--- src/rtl/dco_tune_pkg.sv ---
`default_nettype none
// ============================================================================
// Module  : dco_tune_pkg
// Brief   : Shared types, constants and step-clamp helper for the DCO tuner.
// Revision: 1.0
// ============================================================================
package dco_tune_pkg;

    typedef enum logic [1:0] {
        ST_IDLE   = 2'd0,
        ST_APPLY  = 2'd1,
        ST_SETTLE = 2'd2
    } state_t;

    localparam int c_FINE_W_DEF = 6;
    localparam int c_FINE_MID   = 2 ** (c_FINE_W_DEF - 1);

    function automatic int fine_mid(input int fine_w);
        return 1 << (fine_w - 1);
    endfunction

    // Loop gain is a right shift; the result is kept inside [1, FineMid-1]
    // so every accepted report moves the code and never jumps half the bank.
    function automatic logic [31:0] clamp_step(input logic [31:0] diff,
                                               input int          shift,
                                               input int          fine_w);
        logic [31:0] s;
        logic [31:0] ceil_v;
        s      = diff >> shift;
        ceil_v = 32'(fine_mid(fine_w) - 1);
        if (s == 32'd0) begin
            s = 32'd1;
        end else if (s > ceil_v) begin
            s = ceil_v;
        end
        return s;
    endfunction

endpackage
`default_nettype wire

--- src/rtl/dco_lock_detect.sv ---
`default_nettype none
// ============================================================================
// Module  : dco_lock_detect
// Brief   : Saturating count of consecutive in-range reports; drives lock flag.
// Revision: 1.0
// ============================================================================
module dco_lock_detect #(
    parameter int LockCnt = 4
) (
    input  logic clk,
    input  logic rst_n,
    input  logic i_update,
    input  logic i_in_range,
    input  logic i_clear,
    output logic o_locked
);

    localparam int                 c_CNT_W   = $clog2(LockCnt + 1);
    localparam logic [c_CNT_W-1:0] c_CNT_MAX = c_CNT_W'(LockCnt);
    localparam logic [c_CNT_W-1:0] c_ONE     = c_CNT_W'(1);

    logic [c_CNT_W-1:0] r_cnt;
    logic               r_locked;

    always_ff @(posedge clk) begin
        if (!rst_n) begin
            r_cnt    <= '0;
            r_locked <= 1'b0;
        end else if (i_clear) begin
            r_cnt    <= '0;
            r_locked <= 1'b0;
        end else if (i_update) begin
            if (i_in_range) begin
                if (r_cnt != c_CNT_MAX) begin
                    r_cnt <= r_cnt + c_ONE;
                end
                // Lock asserts on the same edge the count reaches its target.
                r_locked <= (r_cnt >= (c_CNT_MAX - c_ONE));
            end else begin
                r_cnt    <= '0;
                r_locked <= 1'b0;
            end
        end
    end

    assign o_locked = r_locked;

endmodule
`default_nettype wire

--- src/rtl/dco_tune_ctrl.sv ---
`default_nettype none
// ============================================================================
// Module  : dco_tune_ctrl
// Brief   : Turns FLL frequency-error reports into coarse/fine DCO codes.
// Revision: 1.0
// ============================================================================
module dco_tune_ctrl
    import dco_tune_pkg::*;
#(
    parameter int DiffW        = 11,
    parameter int FineW        = c_FINE_W_DEF,
    parameter int CoarseW      = 4,
    parameter int GainShift    = 2,
    parameter int SettleCycles = 8,
    parameter int LockCnt      = 4,
    parameter int CoarseInit   = 8,
    parameter int FineInit     = c_FINE_MID
) (
    input  logic               ref_clk,
    input  logic               reset,
    input  logic               enable,
    input  logic               freq_update,
    input  logic               freq_incr_decr,
    input  logic [DiffW-1:0]   freq_diff,
    input  logic [DiffW-1:0]   lock_range,
    output logic [CoarseW-1:0] coarse_code,
    output logic [FineW-1:0]   fine_code,
    output logic               code_valid,
    output logic               busy,
    output logic               fll_locked,
    output logic               saturated
);

    localparam int                  c_SETTLE_W   = (SettleCycles > 1) ? $clog2(SettleCycles) : 1;
    localparam logic [c_SETTLE_W-1:0] c_SETTLE_LOAD = c_SETTLE_W'(SettleCycles - 1);
    localparam logic [c_SETTLE_W-1:0] c_SETTLE_ONE  = c_SETTLE_W'(1);
    localparam logic [FineW-1:0]    c_FINE_CTR   = FineW'(fine_mid(FineW));
    localparam logic [FineW-1:0]    c_FINE_MAX   = {FineW{1'b1}};
    localparam logic [CoarseW-1:0]  c_COARSE_MAX = {CoarseW{1'b1}};
    localparam logic [CoarseW-1:0]  c_COARSE_ONE = CoarseW'(1);

    state_t                  r_state;
    logic [CoarseW-1:0]      r_coarse;
    logic [FineW-1:0]        r_fine;
    logic [FineW-1:0]        r_step;
    logic                    r_dir;
    logic [c_SETTLE_W-1:0]   r_settle_cnt;
    logic                    r_code_valid;
    logic                    r_busy;
    logic                    r_saturated;

    logic                    w_accept;
    logic                    w_in_range;
    logic [FineW:0]          w_sum;
    logic signed [FineW:0]   w_dec;

    assign w_in_range = (freq_diff <= lock_range);
    assign w_accept   = enable && freq_update && (r_state == ST_IDLE);
    assign w_sum      = {1'b0, r_fine} + {1'b0, r_step};
    assign w_dec      = $signed({1'b0, r_fine}) - $signed({1'b0, r_step});

    always_ff @(posedge ref_clk) begin
        if (!reset) begin
            r_state      <= ST_IDLE;
            r_coarse     <= CoarseW'(CoarseInit);
            r_fine       <= FineW'(FineInit);
            r_step       <= '0;
            r_dir        <= 1'b0;
            r_settle_cnt <= '0;
            r_code_valid <= 1'b0;
            r_busy       <= 1'b0;
            r_saturated  <= 1'b0;
        end else if (!enable) begin
            r_state      <= ST_IDLE;
            r_code_valid <= 1'b0;
            r_busy       <= 1'b0;
        end else begin
            r_code_valid <= 1'b0;
            case (r_state)
                ST_IDLE: begin
                    if (freq_update && !w_in_range) begin
                        r_step  <= FineW'(clamp_step(32'(freq_diff), GainShift, FineW));
                        r_dir   <= freq_incr_decr;
                        r_state <= ST_APPLY;
                        r_busy  <= 1'b1;
                    end
                end
                ST_APPLY: begin
                    // Fine overflow/underflow carries into coarse and re-centres
                    // fine; at a coarse end the fine code pins and flags it.
                    if (r_dir) begin
                        if (!w_sum[FineW]) begin
                            r_fine      <= w_sum[FineW-1:0];
                            r_saturated <= 1'b0;
                        end else if (r_coarse != c_COARSE_MAX) begin
                            r_coarse    <= r_coarse + c_COARSE_ONE;
                            r_fine      <= c_FINE_CTR;
                            r_saturated <= 1'b0;
                        end else begin
                            r_fine      <= c_FINE_MAX;
                            r_saturated <= 1'b1;
                        end
                    end else begin
                        if (!w_dec[FineW]) begin
                            r_fine      <= w_dec[FineW-1:0];
                            r_saturated <= 1'b0;
                        end else if (r_coarse != '0) begin
                            r_coarse    <= r_coarse - c_COARSE_ONE;
                            r_fine      <= c_FINE_CTR;
                            r_saturated <= 1'b0;
                        end else begin
                            r_fine      <= '0;
                            r_saturated <= 1'b1;
                        end
                    end
                    r_code_valid <= 1'b1;
                    r_settle_cnt <= c_SETTLE_LOAD;
                    r_state      <= ST_SETTLE;
                end
                ST_SETTLE: begin
                    if (r_settle_cnt == '0) begin
                        r_state <= ST_IDLE;
                        r_busy  <= 1'b0;
                    end else begin
                        r_settle_cnt <= r_settle_cnt - c_SETTLE_ONE;
                    end
                end
                default: begin
                    r_state <= ST_IDLE;
                    r_busy  <= 1'b0;
                end
            endcase
        end
    end

    dco_lock_detect #(
        .LockCnt (LockCnt)
    ) u_lock_detect (
        .clk        (ref_clk),
        .rst_n      (reset),
        .i_update   (w_accept),
        .i_in_range (w_in_range),
        .i_clear    (!enable),
        .o_locked   (fll_locked)
    );

    assign coarse_code = r_coarse;
    assign fine_code   = r_fine;
    assign code_valid  = r_code_valid;
    assign busy        = r_busy;
    assign saturated   = r_saturated;

endmodule
`default_nettype wire

--- config.mk ---
export PLATFORM = sky130hd
export DESIGN_NAME = dco_tune_ctrl
export DESIGN_NICKNAME = d
export VERILOG_FILES = /design/src/rtl/dco_tune_pkg.sv /design/src/rtl/dco_lock_detect.sv /design/src/rtl/dco_tune_ctrl.sv
export SDC_FILE = /design/constraint.sdc
export NUM_CORES = 1
export LEC_CHECK = 0
export ABC_CLOCK_PERIOD_IN_PS = 4700
export BUFFER_PORTS_ARGS = -buffer_cell sky130_fd_sc_hd__buf_2
export CAP_MARGIN = 0
export CORE_ASPECT_RATIO = 1.4
export CORE_MARGIN = 4
export CORE_UTILIZATION = 60
export DETAILED_ROUTE_END_ITERATION = 16
export PLACE_DENSITY_LB_ADDON = 0.05
export SLEW_MARGIN = 20
export SYNTH_ARGS = -nofsm -noshare
export SYNTH_HDL_FRONTEND = slang
export SYNTH_SLANG_ARGS = --single-unit
--- constraint.sdc ---
create_clock -name ref_clk -period 4.7 [get_ports ref_clk]
set_input_delay 0.235 -clock ref_clk [delete_from_list [all_inputs] [get_ports ref_clk]]
set_output_delay 0.235 -clock ref_clk [all_outputs]
set_load 0.05 [all_outputs]
==> impl_results.md, run 1 <==
* Outcome: complete, no violations
* Routed length on met1 at 2008 um
* PostCTS Resize Cnt at 0
* Worst slew pin tran at 0.4269 ns
* Setup crit end kind: register
* Largest family of logic cells by synthesized area: compound AO/OA/AOI/OAI gates
* Max_slew headroom at 0.7151
* I/O Pins at 41
* Area grow syn2layout at 14.73%
* Simple-Gate Fraction of Synth Area at 0.1884
* Post-DR vias/cell at 5.695
* Hold-fix buffers at CTS at 0
* CTS clk-pin slew, worst paths at 0.06 ns
* Nets at 370
* Syn. warnings at 0
* RD Place Congestion at 0.8607
* CTS tree: yes
* Hold Crit Class: in -> reg
* Clock Sinks at 29
* Multi-input logic area at 0.001425 mm2
* RSZ-0062 raised after global routing: no
* Vias in the first global route at 1980
* Yosys top cell by area: dfxtp_1
* DP Cell Count at 343
* Seq. cell area at 580.6 um2
* Number of synthesized register bits at 29
* GRT Residual Overflow at 0
* WP data required at 4.86 ns
* Setup tns final at 0 ns
* Core Region at 0.003441 mm2
* Post-Synthesis Cells at 270
* Worst-skew pair later-pin latency at 0.28 ns
* Max_cap viols at 0
* Pre-Repair DR Iteration Count at 4
* Number of CTS-inserted buffers at 5
* Max-slew violations at 0
* Post-detail-place hpwl at 3761 um
* Critical path class: reg -> reg
* Final Hold Fails at 0
* Row count at 25
* Adder-Cell Fraction of Synth Area at 0.1986
* Period utilization at 0.4876
* Mean Syn Cell Area at 8.119 um2
* Largest net degree at the start of global routing at 16
* Final setup violation count at 0
* 1st-iter DRT viols at 88
* Clk buf depth at 2
* Fin crit period at 2.292 ns
* CP startpoint kind: register
* PwrDens at 257.9 mW/mm2
* Final Non-Filler Cells at 351
* FILL cells at 286
* Synth top area cells: dfxtp_1 (26%), ha_1 (17%), inv_1 (6.3%), nor2_1 (5.0%), a21oi_1 (4.6%)
* Initial Utilization at 0.6371
* Synth Area in XOR/XNOR at 0.01598
* Detailed-route wire length per cell at 13.64 um
* Fmax achieved at 436.3 MHz
* Leakage power at 1.161 nW
* ANT nets after route at 0
* CTS Root Cell: clkbuf_8
* Synth Area in Compound Gates at 0.2426
* H-tree lvl count at 2
* Syn_nets at 330
* Maximum VDD drop at 268.5 uV
* Drc violations at 0
* Post-CTS Setup Bufs at 0
* Ys flop type: dfxtp_1
* Synthesized cell area at 0.002192 mm2
* Total track usage at 0.2257
* Layout cell share with drive strength beyond 1 at 0.1961
* Die Width at 59.09 um
* First-pass GRT wire length at 8231 um
* Fraction of the yosys area taken by sequential cells at 0.2648
* Area of the die at 0.004698 mm2
* Post-synthesis mux area share at 0.004566
* Port Buf Inserts at 40
* Post-synth cell types at 54
* Data arrival, critical path at 2.45 ns
* Via count at 1999
* DR WL met3 at 220 um
* Top Layer Used: met4
* Max FO, Critical Path at 7
* Die extent in y at 79.52 um
* Met2 Routed Length at 2438 um
* Post-synth top area share at 0.2648
* Routed WL at 4786 um
* Synth async-reset ratio at 0
* N_diodes at 0
* Antenna violations before repair at 0
* EDFF count, synth at 0
* Clk_skew at 0.006172 ns
-- stage by stage --
step	hold WS (ns)	total power [mW]	instance area [um2]	setup WS, ns	utilization
finish	0.1908	0.6486	2515	2.408	0.7309
global route	0.2232	0.6824	2515	2.260	0.7309
CTS	0.1818	0.6536	2515	2.430	0.7309
detailed placement	0.4633	0.3861	2399	2.443	0.6971
global placement	0.4621	0.3832	2399	2.498	0.6971
floorplan	0.3674	0.3538	2192	2.254	-
-- path summary, 6_finish.rpt --
| kind | slack [ns] | from | end | depth (start not counted) |
|---|---|---|---|---|
| min | 0.19 | freq_incr_decr | r_dir | 3 |
| max | 2.41 | fine_code[0] | coarse_code[3] | 10 |
| max reg2reg | 2.41 | fine_code[0] | coarse_code[3] | 10 |
| min reg2reg | 0.47 | r_settle_cnt[0] | r_settle_cnt[0] | 2 |
-- layout by cell type, fill, tap and decap left out, drive strengths merged, types with 3 or more instances in the layout --
| master | synthesis | layout |
|---|---|---|
| nor4 | 3 | 3 |
| buf | 4 | 40 |
| nor3 | 5 | 5 |
| dfxtp | 29 | 29 |
| nand3 | 6 | 6 |
| o21bai | 3 | 3 |
| xnor2 | 4 | 4 |
| and2 | 3 | 3 |
| o21a | 5 | 5 |
| and3 | 5 | 5 |
| nor2b | 4 | 4 |
| clkbuf | 3 | 7 |
| a211oi | 9 | 9 |
| a21oi | 22 | 22 |
| o21ai | 18 | 18 |
| nor2 | 29 | 29 |
| fa | 3 | 3 |
| inv | 37 | 37 |
| a31oi | 3 | 3 |
| nand2 | 16 | 16 |
| ha | 30 | 30 |
| a221oi | 3 | 3 |
-- kinds of logic after synthesis --
logic type / after synthesis
xor gates and xnor gates: 4
buffers and inverters: 45
muxes: 1
AOI/OAI and AO/OA: 77
adders and majority gates: 33
and+or+nand+nor: 81
DFF: 29
-- critical path, cell delays in order, from the launching register on --
cell,delay (ns)
dfxtp_1,0.32
inv_1,0.08
ha_1,0.18
inv_1,0.06
fa_1,0.41
nand3_1,0.10
nand2_1,0.08
a41o_2,0.34
nor3_4,0.32
and3_2,0.23
o21ai_1,0.05
-- final cells by class --
class	instances	share of cell area
timing repair buffer	40	0.07960
multi-input combinational	196	0.5667
inverter	38	0.05672
clock buffer	7	0.03433
tap	40	0.01990
sequential	29	0.2308
clock inverter	1	0.01194
-- synthesized netlist by cell type, types with 3 or more instances --
cell type,instances
o21ai_0,16
a21oi_1,20
a221oi_1,3
xnor2_1,4
dfxtp_1,29
and2_1,3
ha_1,30
fa_1,3
o21bai_1,3
nand2_1,16
and3_1,3
nand3_1,6
inv_1,37
nor2b_1,4
o21a_1,5
a211oi_1,9
nor2_1,29
nor3_1,4
-- report_power, final --
part           internal (mW)  switching, mW  total (mW)  leakage (nW)
clock network          0.173         0.0937       0.266        0.0585
registers              0.252        0.00609       0.259         0.235
logic                 0.0515         0.0722       0.124         0.868
-- routing by layer --
metal	global-route usage	vias up
met3	0.03560	12
met4	0.1156	0
met1	0.2553	910
met5	0	-
li1	-	1022
met2	0.3960	55
-- flip-flops by register name, indices dropped and copies added (netlist names) --
signal,flops
busy,1
coarse_code,4
code_valid,1
fine_code,6
r_dir,1
r_settle_cnt,3
r_state,2
r_step,6
saturated,1
u_lock_detect.o_locked,1
u_lock_detect.r_cnt,3
(Power assumes the default switching activity.)
==> run 2, diff against run 1 <==
--- a/config.mk
+++ b/config.mk
@@ -5,12 +5,12 @@
 export SDC_FILE = /design/constraint.sdc
 export NUM_CORES = 1
 export LEC_CHECK = 0
-export ABC_CLOCK_PERIOD_IN_PS = 4700
+export ABC_CLOCK_PERIOD_IN_PS = 2050
 export BUFFER_PORTS_ARGS = -buffer_cell sky130_fd_sc_hd__buf_2
 export CAP_MARGIN = 0
 export CORE_ASPECT_RATIO = 1.4
 export CORE_MARGIN = 4
-export CORE_UTILIZATION = 60
+export CORE_UTILIZATION = 50
 export DETAILED_ROUTE_END_ITERATION = 16
 export PLACE_DENSITY_LB_ADDON = 0.05
 export SLEW_MARGIN = 20
==> constraint.sdc (replaced) <==
create_clock -name ref_clk -period 2.05 [get_ports ref_clk]
set_input_delay 0.1025 -clock ref_clk [delete_from_list [all_inputs] [get_ports ref_clk]]
set_output_delay 0.1025 -clock ref_clk [all_outputs]
set_load 0.05 [all_outputs]
==> run 2 against run 1 <==
Against the previous run:
- the run now ends with negative setup slack left
- hold slack worse by 0.16 ns
- utilization down 6.8 points
- non-clock buffer count rose by 23
- flip-flop and latch count is the same
- cell count increased by 12%
- largest cell class unchanged
- largest power group is now sequential cells
==> impl_results.md, run 2 (synthesis results as in run 1) <==
* Outcome: finished with violations
* Failing checks: negative setup slack
* Total track usage at 0.1984 (-0.02727)
* GRT Residual Overflow at 0 (unchanged)
* CTS tree: yes
* Max_slew headroom at 0.6515 (-0.06352)
* Max-slew violations at 0 (unchanged)
* Most common cell after layout, fill and taps aside: buf_2
* WP data required at 2.22 ns (-2.64 ns)
* Internal power at 0.9630 mW (+100%)
* Worst slew pin tran at 0.5221 ns (+0.09517 ns)
* Max FO, Critical Path at 5 (-2)
* Fin crit period at 2.072 ns (-0.2203 ns)
* Leakage power at 1.283 nW (+10%)
* CTS clk-pin slew, worst paths at 0.06 ns (about the same)
* RSZ-0062 raised after global routing: yes
* Layout cell share with drive strength beyond 1 at 0.3263 (+0.1302)
* Pre-Repair DR Iteration Count at 4 (unchanged)
* Clk network pwr share at 0.333 (-0.078)
* Final Hold Fails at 0 (unchanged)
* Switching part of the total power at 0.3083 (+0.04312)
* Area of the die at 0.005523 mm2 (+18%)
* Final Non-Filler Cells at 394 (+12%)
* FF-to-FF End: coarse_code[3]
* Die extent in y at 86.35 um (+8.6%)
* H-tree lvl count at 2 (unchanged)
* End point of the critical path: coarse_code[3]
* N_diodes at 0 (unchanged)
* Total power at 1.392 mW (+110%)
* Hold-fix buffers at CTS at 0 (unchanged)
* Drc violations at 0 (unchanged)
* Via count at 2077 (+3.9%)
* I/O Pins at 41 (unchanged)
* Antenna violations before repair at 0 (unchanged)
* CP startpoint kind: register
* Part of the power in registers at 0.423 (+0.024)
* ANT nets after route at 0 (unchanged)
* Clock Sinks at 29 (unchanged)
* Hold_ws at 0.03573 ns (-0.1550 ns)
* CP Launch Point: fine_code[0]
* Final setup violation count at 2 (+2)
* Max_cap viols at 0 (unchanged)
* Clk buf depth at 2 (unchanged)
* Setup WS post-layout at -0.02164 ns (-2.430 ns)
* CTS Root Cell: clkbuf_8
* Number of CTS-inserted buffers at 5 (unchanged)
* Hold Crit Class: in -> reg
* Die Width at 63.96 um (+8.3%)
* DP Cell Count at 383 (+12%)
* First-pass GRT wire length at 8756 um (+6.4%)
* 1st-iter DRT viols at 84 (-4.5%)
* Detailed-route wire length per cell at 13.08 um (-4.0%)
* Critical path class: reg -> reg
* Nets at 393 (+6.2%)
* Worst-skew pair later-pin latency at 0.28 ns (about the same)
* Clk_skew at 0.007484 ns (+0.001311 ns)
* Area grow syn2layout at 28.20%
* Reg2Reg Setup Slack at -0.02 ns (-2.43 ns)
* Routed WL at 5155 um (+7.7%)
* Logic pwr share at 0.244 (+0.053)
* Row count at 28 (+12%)
* R2r startpoint: fine_code[0]
* RD Place Congestion at 0.8937 (+3.8%)
* Post-detail-place hpwl at 4090 um (+8.7%)
* Period utilization at 1.011 (+0.5229)
* Vias in the first global route at 2115 (+6.8%)
* Most frequent cells in the layout: buf_2 (40), inv_1 (34), nor2_1 (29)
* Post-DR vias/cell at 5.272 (-7.4%)
* Core Region at 0.004239 mm2 (+23%)
* Largest net degree at the start of global routing at 16 (unchanged)
* Initial Utilization at 0.5171 (-0.1200)
* Maximum VDD drop at 480.0 uV (+79%)
* Fmax achieved at 482.7 MHz (+11%)
* Reg2Reg Depth at 10 (unchanged)
* Data arrival, critical path at 2.24 ns (-0.21 ns)
* Psw at 0.4293 mW (+150%)
* Setup crit end kind: register
* PwrDens at 495.4 mW/mm2 (+92%)
* Port Buf Inserts at 40 (unchanged)
## run 2: changes by cell type in the layout (fill, tap and decap cells not counted), sizes merged
cell	change
clkbuf	-2
buf	+23
inv	+1
bufinv	-1
clkinv	+2
## run 2: worst min path at each step
stage	from	endpoint	slack, ns	depth (start not counted)
after floorplan	reset	fine_code[1]	0.23	2
after global placement	freq_incr_decr	r_dir	0.33	3
after detailed placement	freq_incr_decr	r_dir	0.33	3
after CTS	freq_incr_decr	r_dir	0.04	3
after global routing	freq_incr_decr	r_dir	0.07	3
final	freq_incr_decr	r_dir	0.04	3
## run 2: area by class of cell
cell class	count	area [um2]
Inverter	38	142.6
Fill cell	381	1429
Sequential cell	29	600.6
Multi-Input combinational cell	196	1518
Tap cell	60	75.07
Clock buffer	5	68.82
Clock inverter	3	16.27
Timing Repair Buffer	63	389.1
## run 2: per-layer routing
metal,up-vias,wire (um),GRT usage
met4,0,130,0.1061
met2,47,2603,0.3603
met1,947,2237,0.2150
met5,-,0,0
met3,10,183,0.03632
li1,1073,-,-
## run 2: stage by stage
stage                     TNS [ns]  instance area (um2)    util  setup WS [ns]
final                     -0.02802                 2810  0.6629       -0.02164
after global routing       -0.6022                 2810  0.6629        -0.1253
after CTS                 -0.02559                 2744  0.6473       -0.01623
after detailed placement   -0.1432                 2633  0.6210       -0.04558
after global placement    -0.03098                 2633  0.6210       -0.02175
after floorplan           -0.05390                 2238       -       -0.03197
## run 2: what timing repair did
item	CTS	global route
setup endpoints to repair	7	9
setup buffers	2	1
resized for setup	5	13
pin swaps	4	7
## run 2: power by group through the flow
stage / Clock [mW] / Combinational (mW) / Sequential (mW)
global placement: 0 / 0.317 / 0.601
finish: 0.463 / 0.340 / 0.589
detailed placement: 0 / 0.321 / 0.601
floorplan: 0 / 0.196 / 0.616
CTS: 0.470 / 0.326 / 0.589
global route: 0.501 / 0.379 / 0.592
## run 2: critical path, stage by stage (launching register included)
cell,delay (ns)
dfxtp_4,0.36
inv_2,0.08
ha_4,0.13
inv_1,0.05
fa_2,0.36
nand3_2,0.09
nand2_2,0.07
a41o_4,0.25
nor3_4,0.30
and3_4,0.24
o21ai_2,0.04
==> run 3, diff against run 2 <==
--- a/config.mk
+++ b/config.mk
@@ -8,11 +8,12 @@
 export ABC_CLOCK_PERIOD_IN_PS = 2050
 export BUFFER_PORTS_ARGS = -buffer_cell sky130_fd_sc_hd__buf_2
 export CAP_MARGIN = 0
-export CORE_ASPECT_RATIO = 1.4
 export CORE_MARGIN = 4
 export CORE_UTILIZATION = 50
 export DETAILED_ROUTE_END_ITERATION = 16
 export PLACE_DENSITY_LB_ADDON = 0.05
+export SETUP_SLACK_MARGIN = 0.05
+export SKIP_CTS_REPAIR_TIMING = 1
 export SLEW_MARGIN = 20
 export SYNTH_ARGS = -nofsm -noshare
 export SYNTH_HDL_FRONTEND = slang
==> run 3 against run 2 <==
Against the previous run:
- hold slack better by 0.0023 ns
- power is 7.7% higher
- the run still ends with negative setup slack left
- count of clock-buffer cells in the layout is 3 higher
- critical endpoint is now coarse_code[2]
- largest cell class unchanged
- highest routed layer unchanged
- utilization is 1.1 points higher
- die area is 0.27% lower
==> impl_results.md, run 3 (synthesis results as in run 1) <==
* Outcome: finished with violations
* Failing checks: negative setup slack
* R2r startpoint: fine_code[0]
* Leakage power at 1.250 nW (-2.5%)
* Maximum VDD drop at 294.3 uV (-39%)
* Logic pwr share at 0.220 (-0.024)
* ANT nets after route at 0 (unchanged)
* Pre-Repair DR Iteration Count at 4 (unchanged)
* Fin crit period at 2.093 ns (+0.02125 ns)
* Area of the die at 0.005508 mm2 (-0.27%)
* Hold_ws at 0.03800 ns (+0.002268 ns)
* Most frequent cells in the layout: buf_2 (40), inv_1 (34), nor2_1 (29)
* Max_cap viols at 0 (unchanged)
* GRT Residual Overflow at 0 (unchanged)
* Setup WS post-layout at -0.04289 ns (-0.02125 ns)
* Die extent in y at 74.22 um (-14%)
* Critical path class: reg -> reg
* Final Non-Filler Cells at 377 (-4.3%)
* CP startpoint kind: register
* Worst stage delay on the critical path at 0.37 ns (about the same)
* Critical-path cell list: ha_4, inv_2, fa_2, o21bai_1, a21oi_2, a21bo_4, nor3_4, nor2_1, a211oi_1
* Nets at 386 (-1.8%)
* Total track usage at 0.2004 (+0.001965)
* First-pass GRT wire length at 8535 um (-2.5%)
* I/O Pins at 41 (unchanged)
* PwrDens at 540.9 mW/mm2 (+9.2%)
* Hold Crit Class: in -> reg
* Post-DR vias/cell at 5.501 (+4.4%)
* CTS tree: yes
* Row count at 23 (-18%)
* Psw at 0.4281 mW (-0.27%)
* RD Place Congestion at 0.8953 (+0.18%)
* Switching part of the total power at 0.2855 (-0.02283)
* Part of the power in registers at 0.393 (-0.030)
* Area grow syn2layout at 26.48%
* WP data required at 2.25 ns (+0.03 ns)
* Clk_skew at 0.01040 ns (+0.002913 ns)
* CTS clk-pin slew, worst paths at 0.07 ns (about the same)
* Vias in the first global route at 1980 (-6.4%)
* Largest net degree at the start of global routing at 16 (unchanged)
* Data arrival, critical path at 2.29 ns (+0.05 ns)
* DP Cell Count at 367 (-4.2%)
* Critical path's slowest cell: dfxtp_4
* FILL cells at 369 (-3.1%)
* Most common cell after layout, fill and taps aside: buf_2
* Final setup violation count at 3 (+1)
* Worst slew pin tran at 0.4648 ns (-0.05736 ns)
* Post-detail-place hpwl at 3897 um (-4.7%)
* Initial Utilization at 0.5327 (+0.01557)
* Core Region at 0.004115 mm2 (-2.9%)
* Final Hold Fails at 0 (unchanged)
* Clk network pwr share at 0.387 (+0.054)
* Number of CTS-inserted buffers at 5 (unchanged)
* Routed WL at 5041 um (-2.2%)
* N_diodes at 0 (unchanged)
* Detailed-route wire length per cell at 13.37 um (+2.2%)
* Reg2Reg Depth at 9 (-1)
* Layout cell share with drive strength beyond 1 at 0.3058 (-0.02054)
* Clock Sinks at 29 (unchanged)
* 1st-iter DRT viols at 139 (+65%)
* Max FO, Critical Path at 7 (+2)
* Final core area utilization at 0.6738 (+0.01083)
* Setup crit end kind: register
* Max-slew violations at 0 (unchanged)
* Port Buf Inserts at 40 (unchanged)
* Clk buf depth at 2 (unchanged)
* H-tree lvl count at 2 (unchanged)
* Place WS at -0.09651 ns (-0.05094 ns)
* Die Width at 74.22 um (+16%)
* Internal power at 1.072 mW (+11%)
* Worst-skew pair later-pin latency at 0.29 ns (about the same)
* FF-to-FF End: coarse_code[2]
* Via count at 2074 (-0.14%)
* Max_slew headroom at 0.6898 (+0.03828)
* Fmax achieved at 477.8 MHz (-1.0%)
* Post-placement cell area at 0.002575 mm2 (-2.2%)
* Reg2Reg Setup Slack at -0.04 ns (-0.02 ns)
* Final Cell Area at 0.002773 mm2 (-1.3%)
* Antenna violations before repair at 0 (unchanged)
* Period utilization at 1.021 (+0.01037)
* CTS Root Cell: clkbuf_8
* RSZ-0062 raised after global routing: yes
* Drc violations at 0 (unchanged)
* WHS Endpoint: r_dir
* Hold Path Stages at 3 (unchanged)
* HP Start: freq_incr_decr
[run 3: cell types whose count changed in the layout (fill, tap and decap cells not counted), sizes merged]
| cell | previous run | this run |
|---|---|---|
| buf | 63 | 56 |
| inv | 38 | 37 |
| clkbuf | 5 | 8 |
| clkinv | 3 | 1 |
[run 3: through the flow]
stage	total power, mW	TNS (ns)
2_1_floorplan	0.8123	-0.04424
3_3_place_gp	0.9026	-0.05885
3_5_place_dp	0.9071	-0.2666
4_1_cts	1.488	-0.3019
5_1_grt	1.583	-0.5492
6_report	1.500	-0.1086
[run 3: how the worst max path moves through the flow]
stage	from	to	slack (ns)
detailed placement	r_step[0]	coarse_code[3]	-0.1
finish	fine_code[0]	coarse_code[2]	-0.04
global route	fine_code[0]	fine_code[2]	-0.14
global placement	r_step[0]	coarse_code[3]	-0.04
floorplan	fine_code[0]	coarse_code[3]	-0.03
CTS	r_step[0]	coarse_code[3]	-0.09
[run 3: cell type report]
type	count	area (um2)	area share
well taps	50	62.56	0.02256
flip-flops and latches	29	599.3	0.2162
multi-input cells	196	1524	0.5496
repair buffers	56	332.8	0.1200
inverters	38	142.6	0.05144
clock buffers	8	111.4	0.04016
[run 3: layer usage]
metal	track usage	vias up	share of wire
li1	-	1057	-
met3	0.03243	10	0.064
met5	0	-	0
met1	0.2465	945	0.46
met4	0.1107	0	0.024
met2	0.3337	62	0.45
[run 3: power groups by stage]
| stage | logic (mW) | clock network (mW) | registers, mW |
|---|---|---|---|
| after floorplan | 0.196 | 0 | 0.616 |
| after global placement | 0.301 | 0 | 0.601 |
| after detailed placement | 0.305 | 0 | 0.602 |
| after CTS | 0.307 | 0.592 | 0.589 |
| after global routing | 0.374 | 0.618 | 0.592 |
| final | 0.331 | 0.580 | 0.589 |
[run 3: worst max-delay path, delay by kind of cell, from the launching register on]
| kind | cells | cell delay [ns] |
|---|---|---|
| AO/OA/AOI/OAI | 4 | 0.74 |
| flip-flops | 1 | 0.37 |
| AND/OR/NAND/NOR | 2 | 0.39 |
| adder cells (fa/ha/maj) | 2 | 0.47 |
| buffers and inverters | 1 | 0.03 |
